**src/rtl/debounce_pkg.sv**
```systemverilog
// Shared types and helpers for the debounce_bank slice.
package debounce_pkg;

  typedef enum logic [1:0] {
    IDLE,
    HOLD,
    REPEAT
  } rep_state_t;

  function automatic int unsigned cnt_width(input int unsigned n);
    return $clog2(n + 1);
  endfunction

  function automatic int unsigned max_u(input int unsigned a, input int unsigned b);
    return (a > b) ? a : b;
  endfunction

endpackage

```
**src/rtl/debounce_ch.sv**
```systemverilog
// One debounce channel: synchroniser, integrator, edge pulses and optional auto-repeat.
// Auto-repeat FSM is built only when DEBOUNCE_REPEAT_EN is defined.
module debounce_ch
  import debounce_pkg::*;
#(
  parameter int unsigned SYNC_STAGES   = 2,
  parameter int unsigned STABLE_CYCLES = 1_000_000
`ifdef DEBOUNCE_REPEAT_EN
  ,
  parameter int unsigned HOLD_CYCLES   = 50_000_000,
  parameter int unsigned REPEAT_CYCLES = 10_000_000
`endif
) (
  input  logic clk,
  input  logic reset,
  input  logic din,
  output logic clean,
  output logic rise_pulse,
  output logic fall_pulse,
  output logic repeat_pulse
);

  localparam int unsigned CNT_W = cnt_width(STABLE_CYCLES);
  localparam logic [CNT_W-1:0] CNT_LAST = CNT_W'(STABLE_CYCLES - 1);

  logic [SYNC_STAGES-1:0] sync_q;
  logic [CNT_W-1:0]       cnt_q;
  logic                   samp_c;
  logic                   flip_c;
  logic                   rise_c;
  logic                   fall_c;

  assign samp_c = sync_q[SYNC_STAGES-1];
  // The output flips on the STABLE_CYCLES-th consecutive differing sample.
  assign flip_c = (samp_c != clean) && (cnt_q == CNT_LAST);
  assign rise_c = flip_c & samp_c;
  assign fall_c = flip_c & ~samp_c;

  always_ff @(posedge clk) begin
    if (reset) begin
      sync_q     <= '0;
      cnt_q      <= '0;
      clean      <= 1'b0;
      rise_pulse <= 1'b0;
      fall_pulse <= 1'b0;
    end else begin
      sync_q     <= {sync_q[SYNC_STAGES-2:0], din};
      rise_pulse <= rise_c;
      fall_pulse <= fall_c;
      if (samp_c == clean || flip_c) begin
        cnt_q <= '0;
      end else begin
        cnt_q <= cnt_q + CNT_W'(1);
      end
      if (flip_c) begin
        clean <= samp_c;
      end
    end
  end

`ifdef DEBOUNCE_REPEAT_EN
  localparam int unsigned HOLD_W = cnt_width(max_u(HOLD_CYCLES, REPEAT_CYCLES));
  localparam logic [HOLD_W-1:0] HOLD_LAST   = HOLD_W'(HOLD_CYCLES - 1);
  localparam logic [HOLD_W-1:0] REPEAT_LAST = HOLD_W'(REPEAT_CYCLES - 1);

  rep_state_t        rep_state;
  logic [HOLD_W-1:0] hold_cnt;

  // Release wins over any repeat due in the same cycle.
  always_ff @(posedge clk) begin
    if (reset) begin
      rep_state    <= IDLE;
      hold_cnt     <= '0;
      repeat_pulse <= 1'b0;
    end else begin
      repeat_pulse <= 1'b0;
      hold_cnt     <= hold_cnt + HOLD_W'(1);
      if (fall_c) begin
        rep_state <= IDLE;
        hold_cnt  <= '0;
      end else begin
        case (rep_state)
          IDLE: begin
            hold_cnt <= '0;
            if (rise_c) begin
              rep_state <= HOLD;
            end
          end
          HOLD: begin
            if (hold_cnt == HOLD_LAST) begin
              rep_state    <= REPEAT;
              hold_cnt     <= '0;
              repeat_pulse <= 1'b1;
            end
          end
          REPEAT: begin
            if (hold_cnt == REPEAT_LAST) begin
              hold_cnt     <= '0;
              repeat_pulse <= 1'b1;
            end
          end
          default: begin
            rep_state <= IDLE;
            hold_cnt  <= '0;
          end
        endcase
      end
    end
  end
`else
  assign repeat_pulse = 1'b0;
`endif

endmodule

```
**src/rtl/debounce_bank.sv**
```systemverilog
// Multi-channel debouncer for board buttons/switches; active-low pins are flipped by INVERT_MASK.
// Define DEBOUNCE_REPEAT_EN to build the per-channel auto-repeat strobe.
module debounce_bank
  import debounce_pkg::*;
#(
  parameter int unsigned     N_CH          = 5,
  parameter int unsigned     SYNC_STAGES   = 2,
  parameter int unsigned     STABLE_CYCLES = 1_000_000,
  parameter logic [N_CH-1:0] INVERT_MASK   = '0,
  parameter int unsigned     HOLD_CYCLES   = 50_000_000,
  parameter int unsigned     REPEAT_CYCLES = 10_000_000
) (
  input  logic            clk,
  input  logic            reset,
  input  logic [N_CH-1:0] noisy_in,
  output logic [N_CH-1:0] clean_out,
  output logic [N_CH-1:0] rise_pulse,
  output logic [N_CH-1:0] fall_pulse,
  output logic [N_CH-1:0] repeat_pulse
);

  logic [N_CH-1:0] level_c;

  assign level_c = noisy_in ^ INVERT_MASK;

`ifndef DEBOUNCE_REPEAT_EN
  localparam int unsigned unused_repeat_cfg = HOLD_CYCLES + REPEAT_CYCLES;
`endif

  for (genvar i = 0; i < N_CH; i++) begin : g_ch
    debounce_ch #(
      .SYNC_STAGES  (SYNC_STAGES),
      .STABLE_CYCLES(STABLE_CYCLES)
`ifdef DEBOUNCE_REPEAT_EN
      ,
      .HOLD_CYCLES  (HOLD_CYCLES),
      .REPEAT_CYCLES(REPEAT_CYCLES)
`endif
    ) u_ch (
      .clk         (clk),
      .reset       (reset),
      .din         (level_c[i]),
      .clean       (clean_out[i]),
      .rise_pulse  (rise_pulse[i]),
      .fall_pulse  (fall_pulse[i]),
      .repeat_pulse(repeat_pulse[i])
    );
  end

endmodule

```
**config.mk**
```make
export PLATFORM = sky130hd
export DESIGN_NAME = debounce_bank
export DESIGN_NICKNAME = d
export VERILOG_FILES = /design/src/rtl/debounce_pkg.sv /design/src/rtl/debounce_ch.sv /design/src/rtl/debounce_bank.sv
export SDC_FILE = /design/constraint.sdc
export NUM_CORES = 1
export LEC_CHECK = 0
export CAP_MARGIN = 5
export CORE_UTILIZATION = 59
export CTS_CLUSTER_SIZE = 28
export DETAILED_ROUTE_END_ITERATION = 8
export PLACE_DENSITY = 0.88
export SLEW_MARGIN = 40
export SYNTH_ARGS = -nofsm -noshare
export SYNTH_HDL_FRONTEND = slang
export SYNTH_SLANG_ARGS = --single-unit
```
**constraint.sdc**
```tcl
create_clock -name clk -period 4.5 [get_ports clk]
set_input_delay 1.125 -clock clk [delete_from_list [all_inputs] [get_ports clk]]
set_output_delay 1.125 -clock clk [all_outputs]
set_load 0.02 [all_outputs]
```
**After elaboration in Yosys (flattened, before gate mapping)**

Index checks and enable logic that the tools add are counted.

- Flip-flop bits (word level): 125
- Output and inout port bits: 20
- Logic and storage cells: 75
- Input port bits: 7

- Eq/ne operators: 15
- Bitwise operators: 15
- Reductions and logical operators: 15
- Add/sub/neg operators: 5

Operators with widths:

| operator | number |
|---|---|
| adder 20 x 1 -> 20 bit, second input constant | 5 |
| equality test 20 bit, second input constant | 5 |
| AND 1 bit | 10 |
| OR reduction 2 bit | 5 |
| equality test 1 bit | 5 |
| logical AND 1 bit | 5 |
| logical OR 1 bit | 5 |
| != test 1 bit | 5 |
| NOT 1 bit | 5 |

**Longest topological paths before layout**

Gate-level depths: netlist (run 1).

- Depth after elaboration: 4
- Gate-level depth with buffers: 7
- Mapped depth without buffers: 5

**Hierarchy**

From an unflattened synthesis (run 1), not the netlist that was laid out.

- Cell total of the unflattened synthesis: 605
- Area total of the unflattened synthesis: 5549.1 sq um

Modules (own cells, without submodules):

| module | instances | area each (sq um) | cells an instance | sequential area each (sq um) |
|---|---|---|---|---|
| debounce_ch | 5 | 1109.8 | 121 | 500.5 |

**Least setup slack after synthesis (run 1)**

No wires, ideal clock.

- Kind: input to register
- Start: in reset
- End: reg g_ch[1].u_ch.cnt_q[10]
- Library setup time: 128 ps
- Stages: 5
- Slack: 2452 ps
- Data arrival time: 1920 ps
- Path through: clkbuf_1 > nor2_1 > o21ai_0 > clkbuf_1 > nor2_1

- Cells in the longest elaborated chain, start to end: 1

Ends and longest elaborated chain:

| item | line | RTL |
|---|---|---|
| start: declaration | debounce_bank.sv:14 | `input logic reset,` |
| OR reduction 2 bit (no line) | - |  |
| end signal: assignment | debounce_ch.sv:53 | `cnt_q <= cnt_q + CNT_W'(1);` |
| end: declaration | debounce_ch.sv:27 | `logic [CNT_W-1:0] cnt_q;` |

Every way passes these cells.
A chain may end at the register's enable or synchronous reset.

**Final worst setup path (run 1)**

- Start: reg g_ch[0].u_ch.clean
- End: out clean_out[0]

RTL lines:

| item | line | RTL |
|---|---|---|
| start: declaration | debounce_ch.sv:17 | `output logic clean,` |
| start signal: assignment | debounce_ch.sv:56 | `clean <= samp_c;` |
| end: declaration | debounce_bank.sv:16 | `output logic [N_CH-1:0] clean_out,` |

No word-level cell between the ends.

==> results.toml, run 1 <==
[outcome]
status = "finished with violations"
violations = "design-rule violations"

[hold_path]
hp-class = "flop to flop"

[sta]
hold_violations = 0
rsz0062_at_grt = "no"
slew_viol_final = 0
layout_min_cycle_time_ps = 2690
max_freq_mhz = 372
worst_slack_ps = 1810
finalSetupViolations = 0
tightest_slew_ps = 823
finClkSkew_ps = 9.31
setup_tns_ps = 0
fin_crit_sh_pct = 59.7
max-slew-margin-rel_pct = 45.1

[clock_network]
postCtsSetupBuffers = 0
cts_max_level = 4
cts_resized = 0
cts.clk_slew.worst_paths_ps = 60
cts_buffers = 17
postCtsHoldBufs = 0
clockBufferDepth = 2
cts_root_buf = "clkbuf_8"
clock_latency_ps = 520
cts_sinks = 125
cts_tree = "done"

[final_layout]
fillers = 646
final_common_cell = "dfxtp_1"
syn_to_final_growth_pct = 13.7
multi_input_area_sq_um = 2680
seqCellArea_sq_um = 2500
fin_cells = 752
drive_above_1_share_pct = 7.14
layout_common_cells = "dfxtp_1 (125), nor2_1 (81), nand3_1 (36), a21oi_1 (36), xnor2_1 (35)"
diodes = 0
fin_nets = 643

[worst_setup_path]
ff2ff_setup_slack_ps = 2110
required_ps = 3380
rr_worst_depth = 4
slowest_stage = "clkdlybuf4s50_1"
critical_path_class = "flop to output port"
worst_setup_path_end_kind = "output port"
crit_start = "g_ch[0].u_ch.clean"
startpoint_type = "flop"
crit_cells = 1
path_delay_family = "buffers and inverters"
r2r_end = "g_ch[2].u_ch.cnt_q[11]"
endpoint = "clean_out[0]"
path_buf_inv = 1
cp_max_fo = 3
arrival_ps = 1560
rr_startpoint = "g_ch[2].u_ch.cnt_q[6]"
cpPeakStageDelay_ps = 640
cp_cell_sequence = "clkdlybuf4s50_1"

[floorplanning]
num_rows = 34
ios = 27
dieArea_sq_um = 9700
die_y_um = 98.5
fp.coreArea_sq_um = 8850
start_util_pct = 62.1
die_w_um = 98.5

[yosys]
ys_ff_latch = 125
netlist_instances = 628
synth_edf_count = 0
yosysUniqueCellTypes = 38
yosysSeqAreaShare_pct = 45.5
synth_area_sq_um = 5490
synthArstFlopShare_pct = 0
avgSynthCellArea_sq_um = 8.75
ys_warn_count = 0
synth_ff_type = "dfxtp_1"

[place]
io_buffers = 21
dpl.cell_count = 720
dp_hpwl_um = 6910
gp_congestion = 0.799
dp_slack_ps = 1960

[route]
drt-total-wl_um = 11000
ant_nets = 0
routedWlPerCell_um = 14.6
drc_errors = 2
drtIter0Drc = 170
viasPerCell = 5.88
dr_total_vias = 4419
first_pass_iters = 9

[global_routing]
grt_antenna_before_repair = 0
grt_busiest_layer = "met2"
grt_max_degree = 21
grt_pass1_vias = 4230
grt_pass1_wl_um = 18700
grt_use_total_pct = 23.9
use_met1_pct = 27.0
grt_use_met3_pct = 7.02
grt.met2_usage_pct = 41.9
grt_overflow = 0

[job]
maxCapViolCount = 0

[power]
p_leak_nw = 1.89
power_density_nw_per_um2 = 406
power_w = 0.00254
irDropWorstVdd_v = 0.000270
==> power breakdown <==
group          switching [W]  leakage [nW]  internal (W)
registers         0.00000374          1.01       0.00111
clock network       0.000501         0.294      0.000891
logic              0.0000185         0.585     0.0000112
total               0.000524          1.89       0.00202
==> flip-flops by register name, indices dropped and copies added, names as in the netlist <==
name and count:
g_ch.u_ch.clean 5, g_ch.u_ch.sync_q 10, g_ch.u_ch.fall_pulse 5, g_ch.u_ch.rise_pulse 5
g_ch.u_ch.cnt_q 100
==> synth_stat cells, types with 2 or more instances <==
master	instances	share of area, %
or4_4	2	0.41
nor2_1	81	5.5
nor4b_1	7	1.1
or3_1	22	2.5
buf_4	20	2.7
a21oi_1	36	3.3
o21ai_1	3	0.27
dfxtp_1	125	46
o21ai_0	20	1.8
and3_1	10	1.1
o41ai_1	2	0.32
nand4_1	21	2.4
or3b_2	3	0.48
nor2b_1	11	1.3
or4b_1	6	1.1
nand3_1	36	3.3
ha_1	5	1.1
and2_1	5	0.57
xnor2_1	35	5.6
nand2_1	33	2.3
o31ai_1	15	2.0
buf_2	5	0.46
xor2_1	28	4.5
nor4_1	14	1.6
or4_1	20	2.7
inv_1	22	1.5
nor3_1	8	0.73
clkbuf_1	18	1.2
and4_1	6	0.96
==> per-layer routing <==
metal,up-vias,wire length [um]
met5,-,0
met1,2103,4740
met4,0,244
li1,2197,-
met3,24,392
met2,95,5610
==> logic make-up after synthesis <==
family | Yosys count | synth area share, %
fa+ha+maj | 5 | 1.14
buf+inv | 66 | 6.13
compound gates | 79 | 8.40
other cells | 1 | 0.0683
flops | 125 | 45.5
simple gates | 289 | 28.7
xor+xnor | 63 | 10.0
==> layout make-up <==
cell class / count / share of cell area [%]
Sequential cell: 125 / 40.1
Multi-Input combinational cell: 441 / 42.9
Timing Repair Buffer: 24 / 3.73
Clock inverter: 12 / 2.58
Tap cell: 108 / 2.16
Clock buffer: 20 / 7.29
Inverter: 22 / 1.32
==> how the worst min path moves through the flow <==
stage                      startpoint                     end  slack, ps  cells past startpoint
3_5_place_dp   g_ch[0].u_ch.sync_q[0]  g_ch[0].u_ch.sync_q[1]        420                      1
6_report        g_ch[1].u_ch.cnt_q[0]   g_ch[1].u_ch.cnt_q[0]        440                      1
2_1_floorplan   g_ch[1].u_ch.cnt_q[0]   g_ch[1].u_ch.cnt_q[0]        410                      1
5_1_grt        g_ch[4].u_ch.sync_q[0]  g_ch[4].u_ch.sync_q[1]        470                      1
4_1_cts        g_ch[0].u_ch.sync_q[0]  g_ch[0].u_ch.sync_q[1]        440                      1
3_3_place_gp    g_ch[1].u_ch.cnt_q[0]   g_ch[1].u_ch.cnt_q[0]        420                      1
==> metrics by stage <==
step	utilization [%]	hold slack, ps	instance area [sq um]
2_1_floorplan	-	413	5510
3_3_place_gp	63.5	420	5620
3_5_place_dp	63.6	424	5630
4_1_cts	70.6	441	6250
5_1_grt	70.6	466	6250
6_report	70.6	443	6250
No activity file was read; power rests on OpenSTA's default activity.
==> run 2: changes to the inputs <==
--- a/config.mk
+++ b/config.mk
@@ -6,10 +6,10 @@
 export NUM_CORES = 1
 export LEC_CHECK = 0
 export CAP_MARGIN = 5
-export CORE_UTILIZATION = 59
+export CORE_UTILIZATION = 54
 export CTS_CLUSTER_SIZE = 28
 export DETAILED_ROUTE_END_ITERATION = 8
-export PLACE_DENSITY = 0.88
+export PLACE_DENSITY = 0.86
 export SLEW_MARGIN = 40
 export SYNTH_ARGS = -nofsm -noshare
 export SYNTH_HDL_FRONTEND = slang
==> constraint.sdc (replaced) <==
create_clock -name clk -period 2.2 [get_ports clk]
set_input_delay 0.55 -clock clk [delete_from_list [all_inputs] [get_ports clk]]
set_output_delay 0.55 -clock clk [all_outputs]
set_load 0.02 [all_outputs]
==> run 2 against run 1 <==
Compared with the run above:
- the flow now finishes without violations
- clock skew fell by 3.6 ps
- cell count rose by 4.4%
- critical path depth did not move
- core utilization fell by 6.4 points
- flip-flop and latch count did not move
- global-route usage fell by 0.85 points
- clock-buffer cell count rose by 3
- highest routed layer unchanged
- sequential share of layout area fell by 0.37 points
- die area rose by 9.1%
==> results.toml, run 2 (synthesis results as in run 1) <==
[power]
p_switching_w = 0.000993
p_leak_nw = 1.92
irDropWorstVdd_v = 0.000514
power_density_nw_per_um2 = 803
p_sw_share_pct = 19.6
seqPwrFrac_pct = 45.1
clkPwrFrac_pct = 53.6
pwr-share-comb_pct = 1.3
p_int_w = 0.00407

[job]
maxCapViolCount = 0

[clock_network]
cts_tree = "done"
cts_buffers = 17
postCtsHoldBufs = 0
cts.clk_slew.worst_paths_ps = 50
postCtsSetupBuffers = 0
cts_resized = 0
clockBufferDepth = 2
clock_latency_ps = 530
cts_sinks = 125
cts_max_level = 4
cts_root_buf = "clkbuf_8"

[final_layout]
largest_reg_flops = 100
syn_to_final_growth_pct = 14.8
drive_above_1_share_pct = 7.36
top_register = "g_ch.u_ch.cnt_q"
diodes = 0
final_util_pct = 64.2
layout_common_cells = "dfxtp_1 (125), nor2_1 (81), nand3_1 (36), a21oi_1 (36), xnor2_1 (35)"
fin_nets = 652
final_common_cell = "dfxtp_1"
top_regs = "g_ch.u_ch.cnt_q (100), g_ch.u_ch.sync_q (10)"

[worst_setup_path]
cp_cell_sequence = "clkdlybuf4s50_1"
ff2ff_setup_slack_ps = 120
cpPeakStageDelay_ps = 640
arrival_ps = 1560
cp_max_fo = 3
startpoint_type = "flop"
crit_start = "g_ch[3].u_ch.clean"
worst_setup_path_end_kind = "output port"
path_buf_inv = 1
r2r_end = "g_ch[0].u_ch.cnt_q[17]"
critical_path_class = "flop to output port"
crit_cells = 1
rr_startpoint = "g_ch[0].u_ch.cnt_q[14]"
endpoint = "clean_out[3]"
required_ps = 1650
path_delay_family = "buffers and inverters"
slowest_stage = "clkdlybuf4s50_1"
rr_worst_depth = 5

[hold_path]
min_from = "g_ch[1].u_ch.cnt_q[0]"
hold-path-cell-count = 1
hp-class = "flop to flop"

[route]
dr_total_vias = 4471
routedWlPerCell_um = 14.2
drtIter0Drc = 205
first_pass_iters = 5
ant_nets = 0
viasPerCell = 5.70
drc_errors = 0
drt-total-wl_um = 11200

[sta]
layout_min_cycle_time_ps = 2110
slew_viol_final = 0
finalSetupViolations = 0
rsz0062_at_grt = "no"
setup_tns_ps = 0
hold_violations = 0
finalHoldWorstSlack_ps = 432
finClkSkew_ps = 5.75
max_freq_mhz = 474
fin_crit_sh_pct = 95.9

[global_routing]
grt_max_degree = 21
grt.met2_usage_pct = 41.3
grt_use_met3_pct = 7.12
grt_pass1_vias = 4269
grt_pass1_wl_um = 18700
grt_busiest_layer = "met2"
use_met1_pct = 24.9
grt_antenna_before_repair = 0
grt_use_total_pct = 23.0
grt_overflow = 0

[floorplanning]
die_y_um = 103
ios = 27
dieArea_sq_um = 10600
fp.coreArea_sq_um = 9820
start_util_pct = 56.0
die_w_um = 103
num_rows = 36

[place]
gp_congestion = 0.831
dp_hpwl_um = 7390
io_buffers = 21

[outcome]
status = "complete, no violations"
run 2: cell types whose count changed in the layout (fill, tap and decap cells not counted), sizes merged:
cell	before	now
clkinvlp	3	0
clkbuf	20	23
inv	23	22
buf	3	12
run 2: power groups by stage:
stage | Clock [W] | Sequential (W) | Combinational (W)
floorplan | 0 | 0.00233 | 0.0000472
global placement | 0 | 0.00233 | 0.0000629
detailed placement | 0 | 0.00233 | 0.0000645
CTS | 0.00273 | 0.00228 | 0.0000650
global route | 0.00284 | 0.00228 | 0.0000715
finish | 0.00272 | 0.00228 | 0.0000649
run 2: cell type report:
cell class	instances	area, sq um
inverter	22	82.6
multi-input combinational	441	2670
fill	791	3510
timing repair buffer	33	313
sequential	125	2500
clock inverter	8	115
tap	133	166
clock buffer	23	457
run 2: worst min path at each step:
stage,to,slack (ps)
floorplan,g_ch[1].u_ch.cnt_q[0],410
global placement,g_ch[1].u_ch.cnt_q[0],420
detailed placement,g_ch[3].u_ch.sync_q[1],420
CTS,g_ch[3].u_ch.sync_q[1],440
global route,g_ch[3].u_ch.sync_q[1],450
finish,g_ch[1].u_ch.cnt_q[0],430
run 2: stage by stage:
stage	power, W	instances	setup slack (ps)	cell area [sq um]
6_report	0.00507	785	90.5	6310
5_1_grt	0.00520	785	13.0	6310
4_1_cts	0.00508	785	85.6	6310
3_5_place_dp	0.00240	754	175	5730
3_3_place_gp	0.00239	754	222	5730
2_1_floorplan	0.00238	632	233	5510
run 2: layer usage:
layer | routed length [um] | part of all wire (%) | vias up
met5 | 0 | 0 | -
met4 | 227 | 2.0 | 0
met3 | 471 | 4.2 | 27
met2 | 5830 | 52 | 119
met1 | 4630 | 41 | 2109
li1 | - | - | 2216
